### src/rtl/buzzer_sequencer.sv
// Single-voice buzzer sequencer: walks packed note words from a synchronous memory
// and drives a square-wave tone for DUR tempo ticks per note, with rest/loop/pause/stop.
module buzzer_sequencer #(
    parameter int ADDR_W = 8,
    parameter int DIV_W  = 20,
    parameter int DUR_W  = 8,
    parameter int TICK_W = 24,
    localparam int WORD_W = 2 + DIV_W + DUR_W
) (
    input  logic              clk,
    input  logic              rst,
    input  logic              start,
    input  logic              stop,
    input  logic              pause,
    input  logic              loop_en,
    input  logic [ADDR_W-1:0] start_addr,
    input  logic [TICK_W-1:0] tick_period,
    output logic              mem_rd,
    output logic [ADDR_W-1:0] mem_addr,
    input  logic [WORD_W-1:0] mem_rdata,
    output logic              busy,
    output logic              done,
    output logic              note_strobe,
    output logic              beep
);

    typedef enum logic [1:0] {IDLE, FETCH, LOAD, PLAY} state_t;

    state_t state, state_nxt;

    logic [ADDR_W-1:0] base_reg, addr_reg;
    logic              played_any;
    logic [DIV_W-1:0]  div_reg, tone_cnt;
    logic [DUR_W-1:0]  dur_rem;
    logic              rest_reg;
    logic [TICK_W-1:0] tick_per, tick_cnt;
    logic              beep_q;

    logic              w_end, w_rest;
    logic [DIV_W-1:0]  w_div;
    logic [DUR_W-1:0]  w_dur;
    logic              tick_wrap, note_end;

    assign w_end  = mem_rdata[WORD_W-1];
    assign w_rest = mem_rdata[WORD_W-2];
    assign w_div  = mem_rdata[DIV_W+DUR_W-1:DUR_W];
    assign w_dur  = mem_rdata[DUR_W-1:0];

    assign tick_wrap = (tick_cnt == tick_per - TICK_W'(1));
    assign note_end  = (state == PLAY) && !pause && tick_wrap && (dur_rem == DUR_W'(1));

    assign mem_rd   = (state == FETCH);
    assign mem_addr = addr_reg;
    assign busy     = (state != IDLE);
    // Pause silences the pin immediately; the register is cleared on the following edge.
    assign beep     = beep_q && !pause;

    always_ff @(posedge clk or posedge rst) begin
        if (rst) state <= IDLE;
        else     state <= state_nxt;
    end

    always_comb begin
        state_nxt   = state;
        done        = 1'b0;
        note_strobe = 1'b0;
        if (stop) begin
            state_nxt = IDLE;
        end else if (start) begin
            state_nxt = FETCH;
        end else begin
            case (state)
                FETCH: state_nxt = LOAD;
                LOAD: begin
                    if (w_end) begin
                        if (loop_en && played_any) begin
                            state_nxt = FETCH;
                        end else begin
                            done      = 1'b1;
                            state_nxt = IDLE;
                        end
                    end else if (w_dur == '0) begin
                        state_nxt = FETCH;
                    end else begin
                        note_strobe = 1'b1;
                        state_nxt   = PLAY;
                    end
                end
                PLAY: if (note_end) state_nxt = FETCH;
                default: state_nxt = state;
            endcase
        end
    end

    always_ff @(posedge clk or posedge rst) begin
        if (rst) begin
            base_reg   <= '0;
            addr_reg   <= '0;
            played_any <= 1'b0;
            div_reg    <= '0;
            tone_cnt   <= '0;
            dur_rem    <= '0;
            rest_reg   <= 1'b0;
            tick_per   <= '0;
            tick_cnt   <= '0;
            beep_q     <= 1'b0;
        end else if (stop) begin
            beep_q <= 1'b0;
        end else if (start) begin
            base_reg   <= start_addr;
            addr_reg   <= start_addr;
            played_any <= 1'b0;
            beep_q     <= 1'b0;
        end else begin
            case (state)
                LOAD: begin
                    if (w_end) begin
                        if (loop_en && played_any) addr_reg <= base_reg;
                    end else if (w_dur == '0) begin
                        addr_reg <= addr_reg + ADDR_W'(1);
                    end else begin
                        div_reg    <= w_div;
                        dur_rem    <= w_dur;
                        rest_reg   <= w_rest;
                        tick_per   <= (tick_period == '0) ? TICK_W'(1) : tick_period;
                        played_any <= 1'b1;
                        tone_cnt   <= '0;
                        tick_cnt   <= '0;
                        beep_q     <= 1'b0;
                    end
                end
                PLAY: begin
                    if (pause) begin
                        beep_q <= 1'b0;
                    end else begin
                        if (rest_reg || div_reg == '0) begin
                            beep_q   <= 1'b0;
                            tone_cnt <= '0;
                        end else if (tone_cnt == div_reg - DIV_W'(1)) begin
                            tone_cnt <= '0;
                            beep_q   <= !beep_q;
                        end else begin
                            tone_cnt <= tone_cnt + DIV_W'(1);
                        end
                        if (tick_wrap) begin
                            tick_cnt <= '0;
                            dur_rem  <= dur_rem - DUR_W'(1);
                        end else begin
                            tick_cnt <= tick_cnt + TICK_W'(1);
                        end
                        // Last tick of the last duration unit: silence and advance.
                        if (note_end) begin
                            beep_q   <= 1'b0;
                            addr_reg <= addr_reg + ADDR_W'(1);
                        end
                    end
                end
                default: ;
            endcase
        end
    end

endmodule

### config.mk
export PLATFORM = sky130hd
export DESIGN_NAME = buzzer_sequencer
export DESIGN_NICKNAME = d
export VERILOG_FILES = /design/src/rtl/buzzer_sequencer.sv
export SDC_FILE = /design/constraint.sdc
export NUM_CORES = 1
export LEC_CHECK = 0
export CORE_MARGIN = 1
export CORE_UTILIZATION = 59
export CTS_BUF_LIST = sky130_fd_sc_hd__clkbuf_8
export DETAILED_ROUTE_END_ITERATION = 8
export PLACE_DENSITY = 0.83
export REMOVE_ABC_BUFFERS = 1
export SETUP_SLACK_MARGIN = 0.2
export SLEW_MARGIN = 10
export SYNTH_ARGS = -nofsm -noshare
export SYNTH_HDL_FRONTEND = slang
export SYNTH_SLANG_ARGS = --single-unit
export TNS_END_PERCENT = 5
### constraint.sdc
create_clock -name clk -period 4.5 [get_ports clk]
set_input_delay 0.9 -clock clk [delete_from_list [all_inputs] [get_ports clk]]
set_output_delay 0.9 -clock clk [all_outputs]
set_load 0.1 [all_outputs]
==> impl_metrics.json, run 1 <==
{
  "status": "finished clean",
  "insertion_delay_ns": 0.45,
  "cpPeakStageDelay_ns": 0.78,
  "syn_to_final_growth_pct": 18.3,
  "synth_cell_types": 71,
  "syn_area_um2": 7330,
  "cts_buffers": 17,
  "syn_area_per_cell_um2": 9.16,
  "drtIter0Drc": 613,
  "die_h_um": 113,
  "skew_ns": 0.0119,
  "critPathKind": "flop to flop",
  "grt_pass1_vias": 6418,
  "post-route-util": 0.719,
  "synth_edf_count": 0,
  "path_cells": "inv_1, ha_1, nor4b_1, nand4_1, xnor2_1, o211ai_1, nor4_4, nand3_4, a21oi_4, mux2_2",
  "drive_gt1_frac": 0.126,
  "hold-worst-slack_ns": 0.480,
  "rows": 40,
  "worst_pin_slew_ns": 1.01,
  "mostFrequentLayoutCells": "dfrtp_1 (117), nand2_1 (83), clkdlybuf4s50_1 (77)",
  "synth_seq_cells": 117,
  "crit_arrival_ns": 4.05,
  "grt_setup_unrepaired": "no",
  "path_clk_slew_ns": 0.07,
  "clock-sinks": 117,
  "ys_seq_area_frac": 0.399,
  "core_um2": 12100,
  "vias_per_cell": 6.18,
  "async_flop_share": 1.00,
  "hold_class": "flop to flop",
  "antenna_found_initial": 0,
  "dieArea_um2": 12900,
  "vias": 6523,
  "syn_inst": 800,
  "clock_path_buffers": 2,
  "wirelength_um": 18200,
  "timing.fmax_ghz": 0.270,
  "p_leak_nw": 3.72,
  "fin_crit_sh": 0.824,
  "startpoint_type": "flop",
  "cts_tree": "done",
  "routabilityCongestion": 0.996,
  "cts_htree_levels": 4,
  "slowest_stage": "nor4b_1",
  "drv_cap": 0,
  "dp_hpwl_um": 13400,
  "peakVddDrop_mv": 0.311,
  "mostFrequentLayoutCell": "dfrtp_1",
  "yosys_warnings": 0,
  "relSlewSlack": 0.326,
  "cts_hold_buf": 0,
  "crit_path_end_kind": "flop",
  "top_regs": "tick_cnt x24, tick_per x24",
  "synthFlopType": "dfrtp_1",
  "drv_slew": 0,
  "antenna_cells": 0,
  "crit_buf_inv": 1,
  "hold_viol": 0,
  "final.min_clock_period_ns": 3.71,
  "root_buffer": "clkbuf_8",
  "firstDrtPassIters": 5,
  "ant_nets": 0,
  "grt.overflow.total": 0,
  "powerDensity_nw_per_um2": 359,
  "fin_nets": 950,
  "post_cts_buffers": 0,
  "initial_core_util": 0.608,
  "drc": 0,
  "routedWlPerCell_um": 17.3,
  "port_buffers": 80,
  "fp.dieW_um": 113,
  "cp_max_fo": 16,
  "cts_resized": 0,
  "ios": 81,
  "grt_pass1_wl_um": 30200,
  "cp.required_ns": 4.84,
  "path_delay_family": "simple AND/OR/NAND/NOR gates",
  "grt.total_usage": 0.299,
  "grt_max_degree": 83,
  "setup_viol": 0
}
-- final timing paths --
path / slack, ns / start / end / depth (start not counted)
min: 0.48 / base_reg[3]$_DFFE_PP0P_ / base_reg[3]$_DFFE_PP0P_ / 2
max reg2reg: 0.79 / tick_per[0]$_DFFE_PP0P_ / mem_addr[3]$_DFFE_PP0P_ / 10
max: 0.79 / tick_per[0]$_DFFE_PP0P_ / mem_addr[3]$_DFFE_PP0P_ / 10
min in group asynchronous: 1.05 / rst / base_reg[0]$_DFFE_PP0P_ / 2
min reg2reg: 0.48 / base_reg[3]$_DFFE_PP0P_ / base_reg[3]$_DFFE_PP0P_ / 2
max in group asynchronous: 2.58 / rst / tone_cnt[15]$_DFFE_PP0P_ / 3
-- routing by layer --
layer / global-route usage / routed length [um]
met1: 0.365 / 7650
met3: 0.0574 / 807
met2: 0.507 / 9220
met4: 0.146 / 543
met5: 0 / 0
-- Yosys cell counts (23+ instances only) --
master,count,area (um2)
clkbuf_1,28,105
dfrtp_1,117,2930
inv_1,23,86.3
mux2_2,46,518
nand2_1,83,312
nand3_1,37,185
nor2_1,69,259
nor3_1,29,145
nor4_1,26,163
o21ai_0,39,195
xnor2_1,37,324
xor2_1,48,420
-- power breakdown --
group | total, mW | internal [mW] | switching (mW)
registers | 1.32 | 1.16 | 0.157
clock network | 0.954 | 0.509 | 0.444
logic | 0.844 | 0.355 | 0.489
total | 3.11 | 2.02 | 1.09
-- final cells by class --
| type | count | area (um2) |
|---|---|---|
| multi-input combinational | 624 | 4160 |
| fill | 897 | 3390 |
| sequential | 117 | 2930 |
| timing repair buffer | 91 | 888 |
| clock buffer | 22 | 303 |
| tap | 168 | 210 |
| clock inverter | 10 | 95.1 |
| inverter | 23 | 88.8 |
-- tightest hold or removal path, stage by stage (launching register included) --
cell     delay [ns]
dfrtp_1        0.34
nand2_1        0.05
nand2_1        0.06
-- kinds of logic (layout without fill, tap and decap cells) --
| logic type | count (synthesis) | count (layout) | synth area share |
|---|---|---|---|
| muxes | 56 | 56 | 0.0843 |
| xor gates and xnor gates | 85 | 85 | 0.102 |
| adders and majority gates | 8 | 8 | 0.0137 |
| AOI/OAI and AO/OA | 123 | 123 | 0.114 |
| DFF | 117 | 117 | 0.399 |
| and+or+nand+nor | 352 | 352 | 0.253 |
| buffers and inverters | 59 | 146 | 0.0338 |
-- stage by stage --
| stage | cell area [um2] | TNS, ns | total power [mW] | cells | worst slack (ns) |
|---|---|---|---|---|---|
| after floorplan | 7170 | -120.84 | 1.90 | 764 | -2.68 |
| after CTS | 8670 | 0 | 3.11 | 1055 | 0.854 |
| after detailed placement | 8270 | 0 | 2.17 | 1023 | 0.874 |
| after global routing | 8670 | 0 | 3.26 | 1055 | 0.616 |
| final | 8670 | 0 | 3.11 | 1055 | 0.793 |
| after global placement | 8270 | 0 | 2.12 | 1023 | 0.898 |
Power figures use the tool's default switching activity.
==> run 2: changes to the inputs <==
- clock period: 4.5 -> 3.55 ns (I/O delays scaled with it)
==> run 2 against run 1 <==
Against the previous run:
- cell count increased by 2.7%
- combinational power is 37% higher
- register-to-register slack worse by 0.57 ns
- critical path depth fell by 2
- worst setup slack worse by 0.57 ns
- worst hold slack got worse by 0.0060 ns
- utilization is 2.3 points higher
- clock power up 26%
- critical endpoint is now dur_rem[5]$_DFFE_PP0P_
- largest power group unchanged
==> impl_metrics.json, run 2 (synthesized netlist as in run 1, its figures left out) <==
{
  "crit_buf_inv": 0,
  "post_layout_nonfiller_instances": 1084,
  "grt_pass1_wl_um": 31200,
  "hold-worst-slack_ns": 0.474,
  "die_h_um": 113,
  "p_leak_nw": 3.90,
  "root_buffer": "clkbuf_8",
  "drv_slew": 0,
  "routabilityCongestion": 0.918,
  "drv_cap": 0,
  "dp_hpwl_um": 14000,
  "drtIter0Drc": 482,
  "ios": 81,
  "cts_tree": "done",
  "cpPeakStageDelay_ns": 0.55,
  "mostFrequentLayoutCells": "dfrtp_1 (117), nand2_1 (83), clkdlybuf4s50_1 (74)",
  "antenna_cells": 0,
  "drc": 0,
  "fin_crit_sh": 0.937,
  "p_sw_frac": 0.350,
  "drive_gt1_frac": 0.162,
  "rows": 40,
  "path_clk_slew_ns": 0.08,
  "mostFrequentLayoutCell": "dfrtp_1",
  "hold_viol": 0,
  "grt.overflow.total": 0,
  "clkPwrFrac": 0.300,
  "crit_arrival_ns": 3.66,
  "ant_nets": 0,
  "vias_per_cell": 6.09,
  "grt_max_degree": 53,
  "worst_slack_ns": 0.225,
  "clock-sinks": 117,
  "grt_pass1_vias": 6500,
  "cp.required_ns": 3.89,
  "p_sw_mw": 1.40,
  "powerDensity_nw_per_um2": 447,
  "firstDrtPassIters": 5,
  "p_seq_frac": 0.411,
  "peakVddDrop_mv": 0.304,
  "power_mw": 4.00,
  "top_regs": "tick_cnt x24, tick_per x24",
  "regArea_um2": 2930,
  "final_area_um2": 8950,
  "relSlewSlack": 0.345,
  "worst_pin_slew_ns": 0.980,
  "pwr-share-comb": 0.289,
  "place_area_um2": 8460,
  "hold_class": "flop to flop",
  "routedWlPerCell_um": 17.5,
  "insertion_delay_ns": 0.45,
  "cts_buffers": 17,
  "dp.cells": 1045,
  "dieArea_um2": 12900,
  "critPathKind": "flop to flop",
  "syn_to_final_growth_pct": 22.1,
  "core_um2": 12100,
  "grt.total_usage": 0.310,
  "fp.dieW_um": 113,
  "nFillCells": 859,
  "multi_input_comb_area_um2": 4200,
  "fin_nets": 979,
  "clock_path_buffers": 2,
  "skew_ns": 0.0122,
  "wirelength_um": 18900,
  "slowest_stage": "or4_4",
  "startpoint_type": "flop",
  "timing.fmax_ghz": 0.301,
  "pre_cts_slack_ns": 0.0243,
  "antenna_found_initial": 0,
  "status": "finished clean",
  "critPathMostFrequentCell": "or4_4",
  "crit_path_end_kind": "flop",
  "vias": 6603,
  "post-route-util": 0.742,
  "cts_htree_levels": 4,
  "port_buffers": 80,
  "path_cells": "or4_4, or4_4, or3_1, o31a_1, nor4_4, nand3_4, or2_1, a311o_1",
  "path_delay_family": "simple AND/OR/NAND/NOR gates",
  "finalSetupTns_ns": 0,
  "cp_max_fo": 6,
  "p_int_mw": 2.60,
  "setup_viol": 0,
  "final.min_clock_period_ns": 3.32,
  "grt_setup_unrepaired": "yes",
  "cts_hold_buf": 0,
  "initial_core_util": 0.608
}
run 2: power groups by stage:
| stage | sequential, mW | combinational, mW | clock, mW |
|---|---|---|---|
| 2_1_floorplan | 1.80 | 0.609 | 0 |
| 3_3_place_gp | 1.66 | 1.08 | 0 |
| 3_5_place_dp | 1.67 | 1.11 | 0 |
| 4_1_cts | 1.64 | 1.13 | 1.21 |
| 5_1_grt | 1.67 | 1.25 | 1.28 |
| 6_report | 1.65 | 1.16 | 1.20 |
run 2: tightest hold or removal path: stages, from the launching register on:
cell     delay [ns]
dfrtp_1        0.34
nand2_1        0.05
nand2_1        0.05
run 2: worst paths after layout:
check                      slack, ns                     from  depth (start not counted)                 endpoint
min in group asynchronous       0.64                      rst                          2   dur_rem[4]$_DFFE_PP0P_
setup reg to reg                0.23  tick_per[2]$_DFFE_PP0P_                          8   dur_rem[5]$_DFFE_PP0P_
setup / recovery                0.23  tick_per[2]$_DFFE_PP0P_                          8   dur_rem[5]$_DFFE_PP0P_
max in group asynchronous       2.11                      rst                          3   div_reg[0]$_DFFE_PP0P_
hold / removal                  0.47  base_reg[4]$_DFFE_PP0P_                          2  base_reg[4]$_DFFE_PP0P_
hold reg to reg                 0.47  base_reg[4]$_DFFE_PP0P_                          2  base_reg[4]$_DFFE_PP0P_
run 2: repair_timing:
action                     in CTS  in global routing
pin swaps                       3                  4
buffers inserted                4                  3
setup endpoints to repair      36                 34
resized for setup               6                  4
gates cloned                    0                  0
run 2: routing by layer:
metal | up-vias | wire length (um) | global-route usage
met3 | 37 | 887 | 0.0627
met4 | 0 | 363 | 0.121
met5 | - | 0 | 0
met1 | 3240 | 8030 | 0.381
li1 | 3109 | - | -
met2 | 217 | 9660 | 0.536
run 2: layout make-up:
| class | instances | share of cell area |
|---|---|---|
| flip-flops and latches | 117 | 0.327 |
| inverters | 23 | 0.00992 |
| clock buffers | 18 | 0.0277 |
| repair buffers | 120 | 0.127 |
| clock inverters | 14 | 0.0152 |
| multi-input cells | 624 | 0.469 |
| well taps | 168 | 0.0235 |
